File: config.mk
export PLATFORM = sky130hd
export DESIGN_NAME = text_ram_scheduler
export DESIGN_NICKNAME = d
export VERILOG_FILES = /design/src/rtl/text_ram_scheduler.sv
export SDC_FILE = /design/constraint.sdc
export NUM_CORES = 1
export LEC_CHECK = 0
export CAP_MARGIN = 20
export CELL_PAD_IN_SITES_DETAIL_PLACEMENT = 1
export CELL_PAD_IN_SITES_GLOBAL_PLACEMENT = 1
export CORE_AREA = 2 2 128 130
export CTS_CLUSTER_SIZE = 28
export DETAILED_ROUTE_END_ITERATION = 16
export DIE_AREA = 0 0 130 132
export GPL_ROUTABILITY_DRIVEN = 1
export GPL_TIMING_DRIVEN = 0
export PLACE_DENSITY = 0.84
export SYNTH_ARGS = -nofsm -noshare
export SYNTH_HDL_FRONTEND = slang
export SYNTH_SLANG_ARGS = --single-unit
File: constraint.sdc
create_clock -name clk -period 4.04 [get_ports clk]
set_input_delay 1.212 -clock clk [delete_from_list [all_inputs] [get_ports clk]]
set_output_delay 1.212 -clock clk [all_outputs]
set_load 0.02 [all_outputs]
File: src/rtl/text_ram_scheduler.sv
// text_ram_scheduler: fixed-priority (render > parser > fill) arbiter for the single-port text RAM.
// Ports:
//   render_req/render_addr -> render_valid/render_data : unstalled read stream, 1-cycle latency
//   parser_req/we/addr/wdata -> parser_ack/parser_rdata : held request, one-cycle ack pulse
//   fill_start/base/len/data -> fill_busy/fill_done     : burst writer, paused by render cycles
//   ram_en/we/addr/wdata, ram_rdata                     : RAM macro port, read data one cycle later
module text_ram_scheduler #(
   parameter int ADDR_W = 12,
   parameter int DATA_W = 32
) (
   input  logic              clk,
   input  logic              rst,
   input  logic              render_req,
   input  logic [ADDR_W-1:0] render_addr,
   output logic              render_valid,
   output logic [DATA_W-1:0] render_data,
   input  logic              parser_req,
   input  logic              parser_we,
   input  logic [ADDR_W-1:0] parser_addr,
   input  logic [DATA_W-1:0] parser_wdata,
   output logic              parser_ack,
   output logic [DATA_W-1:0] parser_rdata,
   input  logic              fill_start,
   input  logic [ADDR_W-1:0] fill_base,
   input  logic [ADDR_W:0]   fill_len,
   input  logic [DATA_W-1:0] fill_data,
   output logic              fill_busy,
   output logic              fill_done,
   output logic              ram_en,
   output logic              ram_we,
   output logic [ADDR_W-1:0] ram_addr,
   output logic [DATA_W-1:0] ram_wdata,
   input  logic [DATA_W-1:0] ram_rdata
);
   localparam logic [0:0] IDLE = 1'b0;
   localparam logic [0:0] FILL = 1'b1;
   logic [0:0]        state;
   logic [ADDR_W-1:0] ptr;
   logic [ADDR_W:0]   remaining;
   logic [DATA_W-1:0] word;
   logic              rd_pend;
   logic              r_g;
   logic              p_g;
   logic              f_g;
   // parser_ack high means the previous grant is still being answered, which
   // enforces the one-cycle gap so a held request is never granted twice
   always_comb begin
      fill_busy    = state == FILL;
      r_g          = render_req;
      p_g          = !render_req && !fill_busy && !parser_ack && parser_req;
      f_g          = !render_req && fill_busy;
      ram_en       = r_g || p_g || f_g;
      ram_we       = (p_g && parser_we) || f_g;
      ram_addr     = r_g ? render_addr : p_g ? parser_addr : f_g ? ptr : '0;
      ram_wdata    = (p_g && parser_we) ? parser_wdata : f_g ? word : '0;
      render_data  = render_valid ? ram_rdata : '0;
      parser_rdata = (parser_ack && rd_pend) ? ram_rdata : '0;
   end
   always_ff @(posedge clk) begin
      if (rst) begin
         state        <= IDLE;
         ptr          <= '0;
         remaining    <= '0;
         word         <= '0;
         rd_pend      <= 1'b0;
         render_valid <= 1'b0;
         parser_ack   <= 1'b0;
         fill_done    <= 1'b0;
      end else begin
         render_valid <= r_g;
         parser_ack   <= p_g;
         rd_pend      <= p_g && !parser_we;
         fill_done    <= 1'b0;
         if (state == IDLE && fill_start) begin
            // a zero-length fill completes immediately without entering FILL
            if (fill_len != '0) begin
               state     <= FILL;
               ptr       <= fill_base;
               remaining <= fill_len;
               word      <= fill_data;
            end else begin
               fill_done <= 1'b1;
            end
         end else if (f_g) begin
            ptr       <= ptr + ADDR_W'(1);
            remaining <= remaining - (ADDR_W+1)'(1);
            if (remaining == (ADDR_W+1)'(1)) begin
               state     <= IDLE;
               fill_done <= 1'b1;
            end
         end
      end
   end
endmodule
=== Yosys cells after proc, flatten, opt, wreduce, memory -nomap -nowiden ===
Index checks and enable logic that the tools add are counted.

* Bits of input ports: 151
* Output and inout bits: 114
* Flip-flop bits (word level): 62

* Muxes and demuxes: 21
* Equality and inequality tests: 2
* $add $sub $neg: 2
* Bitwise operators: 1
* Reductions and logical operators: 21

{| class="wikitable"
|+ Operator list
! operator !! number
|-
| two-way mux 32 bit || 4
|-
| two-way mux 12 bit || 6
|-
| two-way mux 13 bit || 3
|-
| equality test 13 x 1 -> 1 bit (second input constant) || 1
|-
| nonzero test 13 bit || 1
|-
| subtractor 13 x 1 -> 13 bit (second input constant) || 1
|-
| adder 12 x 1 -> 12 bit (second input constant) || 1
|-
| logical AND 1 bit || 8
|-
| two-way mux 1 bit || 8
|-
| zero test 1 bit || 4
|-
| AND reduction 2 bit || 2
|-
| nonzero test 2 bit || 2
|-
| logical OR 1 bit || 3
|-
| AND reduction 3 bit || 1
|-
| inequality test 2 x 1 -> 1 bit (second input constant) || 1
|-
| NOT 1 bit || 1
|}

=== Longest topological paths before layout ===
Gate-level depths: netlist (run 1).

* Depth after elaboration: 6
* Depth in mapped cells: 7
* Mapped depth without buffers: 6

=== Worst setup path before layout (run 1) ===
No wires, ideal clock.

* Path type: input to output
* From: in parser_req
* To: out ram_addr[10]
* Arrival time: 2.336 ns
* Slack: 0.492 ns
* Buffers on the path: 1
* Stages on the path: 5
* Data required time: 2.828 ns
* Cells stage by stage: nand2b_1 > nor3_1 > buf_2 > a22oi_1 > o21ai_0

* Longest elaborated chain between the ends: 3

{| class="wikitable"
|+ RTL lines
! element !! line !! RTL
|-
| start, declared || 17 || <nowiki>input logic parser_req,</nowiki>
|-
| logical AND 1 bit || 50 || <nowiki>p_g = !render_req && !fill_busy && !parser_ack && parser_req;</nowiki>
|-
| two-way mux 12 bit (2 in a row) || 54 || <nowiki>ram_addr = r_g ? render_addr : p_g ? parser_addr : f_g ? ptr : '0;</nowiki>
|-
| end, declared || 31 || <nowiki>output logic [ADDR_W-1:0] ram_addr,</nowiki>
|}

Every way passes these cells.

=== Final worst setup path (run 1) ===
* From: in parser_req
* To: out ram_addr[0]

Same word-level chain as after synthesis.

==> flow_summary.yaml, run 1 <==
sta:
  fmax_ghz: 0.254
  period_needed_ps: 3940
  worst_pin_slew_ps: 646
  relSlewSlack_pct: 56.6
  drv_slew: 0
  setup_viol: 0
  clock_skew_ps: 4.46
  worst_slack_ps: 96.0
  fin_hold_ws_ps: 480
  hold_viol: 0
  period_share_pct: 97.6
  rsz0062_at_grt: "no"
clock_tree:
  cts_buffer_depth: 2
  htree_levels: 3
  cts.sinks: 62
  cts_hold_buf: 0
  cts_tree: "done"
  clk_pin_slew_ps: 50
  root_buffer: "clkbuf_16"
  cts_made_buffers: 9
  clk_latency_ps: 340
final_layout:
  syn_to_final_growth_pct: 74.4
  fin_nets: 972
  layout-drive-gt1-share_pct: 12.2
  fill_cells: 1941
  finalNonFillerCells: 1040
drt:
  wl_um: 21600
  vias_per_cell: 5.39
  postRouteAntennaNets: 0
  drt-initial-drc-count: 298
  firstDrtPassIters: 5
  drc: 0
  via_count: 5604
  wl_per_cell_um: 20.8
yosys:
  synth-seq-area-share_pct: 29.7
  syn_inst: 543
  synthesis.nets: 697
  synth_cell_types: 52
  synth-xor-area-share_pct: 0
  synthAdderAreaFrac_pct: 0.899
  yosys_warnings: 0
  avgSynthCellArea_um2: 7.69
  async_flop_share_pct: 0
  synth_edf_count: 0
  syn_area_um2: 4180
  synth_top_family_by_area: "compound AO/OA/AOI/OAI gates"
  ys_ff_latch: 62
  synth_compound_gate_area_share_pct: 33.8
  synth_mux_area_share_pct: 0
  synthSimpleGateAreaFrac_pct: 28.4
  synthFlopType: "dfxtp_1"
setup_path:
  critical_path.max_stage_delay_ps: 510
  cp-end-kind: "output pin"
  worst-path-max-fanout: 3
  cp.arrival_ps: 2730
  worstSetupPathType: "primary input to output pin"
  cp-start-kind: "primary input"
  worstPathRequired_ps: 2830
  critPathSlowestCell: "clkdlybuf4s50_1"
  crit_chain: "clkdlybuf4s50_1 -> nand2b_4 -> nor3_4 -> buf_4 -> a22oi_1 -> o21ai_0 -> dlygate4sd2_1"
power:
  leakage_nw: 2.80
  power_density_nw_per_um2: 293
  peakVddDrop_v: 0.000274
  finalPower_mw: 2.13
floorplan:
  core_area_um2: 15700
  dieArea_um2: 17200
  die_w_um: 130
  dieHeight_um: 132
  ioPinCount: 265
  start_util_pct: 26.6
  rows: 46
global_route:
  antenna_found_initial: 1
  grt_pass1_vias: 5758
  overflow: 0
  grt_pass1_wl_um: 32700
  grt_usage_pct: 24.6
  grt_max_degree: 12
outcome:
  status: "completed"
placed_design:
  io_buffers: 263
  dp_hpwl_um: 16800
  place_congestion: 0.892
  placed_cells: 1022
  post-place-ws_ps: -797
hold_path:
  hold_path.class: "register to register"
run:
  cap_viol_max_count: 0
-- per-layer routing --
metal	wire, µm	global-route usage [%]	up-vias	share of wire (%)
met5	0	0	-	0
met4	550	7.59	0	2.5
met3	1500	6.37	30	6.9
met2	11000	43.7	214	51
met1	8640	28.4	2738	40
li1	-	-	2622	-
-- worst max-delay path: cells and delay by family --
kind,cells,cell delay [ps]
AOI/OAI and AO/OA,2,230
and+or+nand+nor,2,230
buffers and inverters,3,1050
-- sequential cells by signal, summed over array words and instances, names as in the netlist --
| signal | cells |
|---|---|
| parser_ack | 1 |
| fill_done | 1 |
| render_valid | 1 |
| word | 32 |
| remaining | 13 |
| rd_pend | 1 |
| fill_busy | 1 |
| ptr | 12 |
-- stage by stage --
| stage | utilization (%) | TNS, ps | cell area [µm²] |
|---|---|---|---|
| final | 46.3 | 0 | 7280 |
| after global routing | 46.3 | 0 | 7280 |
| after CTS | 46.5 | -7.56 | 7300 |
| after detailed placement | 45.0 | -31890 | 7080 |
| after global placement | 45.0 | -31410 | 7080 |
| after floorplan | - | 0 | 4180 |
-- synth_stat cells, drive strengths merged (4+ instances only) --
master  number  share of area, %
a21oi       44               5.4
nor2        12               1.1
nand2b       4              0.60
or3          4              0.60
a32o         5               1.2
o32ai       11               2.5
buf         26               3.7
a211oi       4              0.72
a221oi       9               1.9
nand3b       4              0.72
and3        33               4.9
a22o        33               6.9
nor2b        5              0.75
clkbuf      34               3.1
o221ai       4              0.84
and2        36               5.4
o211ai       6               1.1
a32oi        4              0.84
o21ai       50               6.0
dfxtp       62                30
a22oi       17               3.1
nand3       42               5.0
nand4        6               1.0
inv          5              0.45
nand2       45               4.0
nor4         7               2.3
nor3         7              0.84
-- layout by cell type, fill, tap and decap left out, types with 5 or more instances in the layout --
cell type / n
clkdlybuf4s50_1: 216
dfxtp_1: 62
nand2_1: 45
a21oi_1: 43
nand3_1: 42
buf_2: 41
and2_1: 35
and3_1: 33
a22o_1: 33
clkbuf_1: 28
o21ai_0: 25
o21ai_1: 25
a22oi_1: 17
nor2_1: 12
buf_4: 11
o32ai_1: 10
clkbuf_2: 9
a221oi_1: 9
clkbuf_16: 9
nor3_1: 6
o211ai_1: 6
inv_1: 5
nor2b_1: 5
nand4_1: 5
a32o_1: 5
-- kinds of logic (layout without fill, tap and decap cells) --
group	Yosys count	in the layout
DFF	62	62
buffers and inverters	65	345
AOI/OAI and AO/OA	203	203
adders and majority gates	3	3
and+or+nand+nor	210	210
other	0	1
-- worst paths after layout --
kind	slack, ps	from	depth (start not counted)	endpoint
worst max register to register	1890	fill_busy	5	remaining[8]
worst min register to register	480	word[27]	2	word[27]
worst max-delay path	100	parser_req	7	ram_addr[0]
worst min-delay path	480	word[27]	2	word[27]
-- power by group --
group / switching (mW) / leakage, nW / internal, mW
Clock: 0.295 / 0.148 / 0.492
Combinational: 0.326 / 2.15 / 0.310
Sequential: 0.0500 / 0.509 / 0.658
-- repair_timing --
item,4_1_cts,5_1_grt
setup buffers,1,0
resized for setup,176,23
setup endpoints to repair,46,32
pin swaps,1,1
-- cell type report --
type	instances	area, µm²	share of cell area, %
buffer	60	329	4.52
timing repair buffer	264	2460	33.8
inverter	5	18.8	0.258
clock inverter	6	61.3	0.842
multi-input combinational	416	2660	36.5
tap	216	270	3.71
antenna	1	2.50	0.0344
clock buffer	10	239	3.28
sequential	62	1240	17.0
No activity file was read; power rests on OpenSTA's default activity.
==> run 2, diff against run 1 <==
--- a/config.mk
+++ b/config.mk
@@ -15,6 +15,7 @@
 export GPL_ROUTABILITY_DRIVEN = 1
 export GPL_TIMING_DRIVEN = 0
 export PLACE_DENSITY = 0.84
+export SLEW_MARGIN = 20
 export SYNTH_ARGS = -nofsm -noshare
 export SYNTH_HDL_FRONTEND = slang
 export SYNTH_SLANG_ARGS = --single-unit
==> results of run 2 <==
The final DEF is identical to that of run 1; final timing and power are the same.
==> run 3, diff against run 2 <==
--- a/config.mk
+++ b/config.mk
@@ -15,6 +15,7 @@
 export GPL_ROUTABILITY_DRIVEN = 1
 export GPL_TIMING_DRIVEN = 0
 export PLACE_DENSITY = 0.84
+export RECOVER_POWER = 50
 export SLEW_MARGIN = 20
 export SYNTH_ARGS = -nofsm -noshare
 export SYNTH_HDL_FRONTEND = slang
==> run 3 against run 2 <==
- power decreased by 0.23%
- final cell count unchanged
- combinational power decreased by 1%
- non-clock buffer count unchanged
- highest routed layer unchanged
==> flow_summary.yaml, run 3 (synthesis results as in run 1) <==
sta:
  hold_viol: 0
  period_needed_ps: 3940
  drv_slew: 0
  rsz0062_at_grt: "no"
  clock_skew_ps: 4.42
  worst_pin_slew_ps: 1030
  relSlewSlack_pct: 30.7
  fmax_ghz: 0.254
  worst_slack_ps: 96.0
  setup_viol: 0
  period_share_pct: 97.6
setup_path:
  cp-end-kind: "output pin"
  r2r-start: "fill_busy"
  cp-start-kind: "primary input"
  endpoint: "ram_addr[0]"
  worst-path-max-fanout: 3
  critical_path.startpoint: "parser_req"
  r2r_setup_slack_ps: 1750
  worstPathRequired_ps: 2830
  ff2ff_path_depth: 5
  r2r-end: "remaining[8]"
  cp.arrival_ps: 2730
  worstSetupPathType: "primary input to output pin"
power:
  leakage_nw: 2.85
  p_int_mw: 1.45
  p_sw_mw: 0.672
  p_clk_share_pct: 37.1
  peakVddDrop_v: 0.000274
  p_comb_share_pct: 29.6
  pwr-share-seq_pct: 33.3
  swShare_pct: 31.6
  power_density_nw_per_um2: 293
  finalPower_mw: 2.13
drt:
  wl_per_cell_um: 20.8
  via_count: 5608
  drc: 0
  wl_um: 21600
  firstDrtPassIters: 5
  vias_per_cell: 5.39
  drt-initial-drc-count: 300
  postRouteAntennaNets: 0
final_layout:
  final_cell_mix: "clkdlybuf4s50_1 (189), dfxtp_1 (62), nand2_1 (45)"
  largest_reg_flops: 32
  layout-drive-gt1-share_pct: 11.4
  regMostFlops: "word"
  largestRegisters: "word: 32 flops, remaining: 13 flops, ptr: 12 flops"
  fin_nets: 972
  layout_commonest_cell: "clkdlybuf4s50_1"
  syn_to_final_growth_pct: 73.8
clock_tree:
  cts_made_buffers: 9
  cts_hold_buf: 0
  clk_latency_ps: 340
  root_buffer: "clkbuf_16"
  cts.sinks: 62
  clk_pin_slew_ps: 50
  htree_levels: 3
  cts_buffer_depth: 2
  cts_tree: "done"
placed_design:
  post-place-ws_ps: -797
  place_congestion: 0.892
  io_buffers: 263
  dp_hpwl_um: 16800
global_route:
  overflow: 0
  antenna_found_initial: 1
  grtUsageMet3_pct: 6.37
  grt_usage_pct: 24.6
  grt.met2_usage_pct: 43.7
  grt_pass1_vias: 5758
  grt_pass1_wl_um: 32700
  grt_max_degree: 12
  grt.met1_usage_pct: 28.4
  grt-busiest-layer: "met2"
floorplan:
  core_area_um2: 15700
  die_w_um: 130
  dieArea_um2: 17200
  start_util_pct: 26.6
  rows: 46
  ioPinCount: 265
  dieHeight_um: 132
run:
  cap_viol_max_count: 0
outcome:
  status: "completed"
hold_path:
  hold_path.class: "register to register"
  hp-start: "word[27]"
run 3: changes by cell type in the layout (fill, tap and decap cells not counted), moves of 2 or more:
| cell | before | now |
|---|---|---|
| clkdlybuf4s50_1 | 216 | 189 |
| o21ai_0 | 25 | 27 |
| clkbuf_1 | 28 | 31 |
| buf_2 | 41 | 39 |
| o21ai_1 | 25 | 23 |
| dlygate4sd3_1 | 0 | 27 |
run 3: per-layer routing:
| layer | up-vias | wire length [µm] |
|---|---|---|
| met4 | 0 | 595 |
| met3 | 38 | 1460 |
| li1 | 2623 | - |
| met1 | 2742 | 8650 |
| met2 | 205 | 10900 |
| met5 | - | 0 |
run 3: worst min-delay path by stage:
stage,to,slack [ps],depth (start not counted)
after floorplan,remaining[11],440,2
after global placement,remaining[11],450,2
after detailed placement,remaining[11],470,2
after CTS,word[27],480,2
after global routing,word[27],500,2
final,word[27],480,2
run 3: area by class of cell:
type                            count  area, µm²
Antenna cell                        1       2.50
Buffer                             60        323
Clock buffer                       10        239
Clock inverter                      6       61.3
Fill cell                        1946       8460
Inverter                            5       18.8
Multi-Input combinational cell    416       2640
Sequential cell                    62       1240
Tap cell                          216        270
Timing Repair Buffer              264       2460
run 3: power groups by stage:
stage	Sequential [mW]	Clock [mW]	Combinational [mW]
CTS	0.706	0.808	0.636
finish	0.708	0.789	0.629
global route	0.713	0.828	0.681
global placement	0.716	0	0.629
floorplan	0.704	0	0.315
detailed placement	0.718	0	0.640
run 3: repair_timing:
item                                    4_1_cts  5_1_grt
resized for setup                           176       23
buffers inserted                              1        0
pin swaps                                     1        1
endpoints found under the setup margin       46       32
run 3: critical path, stage by stage:
cell	delay (ps)
clkdlybuf4s50_1	510
nand2b_4	80
nor3_4	150
buf_4	150
a22oi_1	50
o21ai_0	180
dlygate4sd2_1	390
run 3: per-stage QoR:
stage	hold WS (ps)	cell area, µm²	utilization (%)	TNS (ps)	cells
2_1_floorplan	440	4180	-	0	543
3_3_place_gp	453	7080	45.0	-31410	1022
6_report	480	7260	46.2	0	1040
4_1_cts	479	7300	46.5	-7.56	1039
5_1_grt	502	7260	46.2	0	1040
3_5_place_dp	468	7080	45.0	-31890	1022
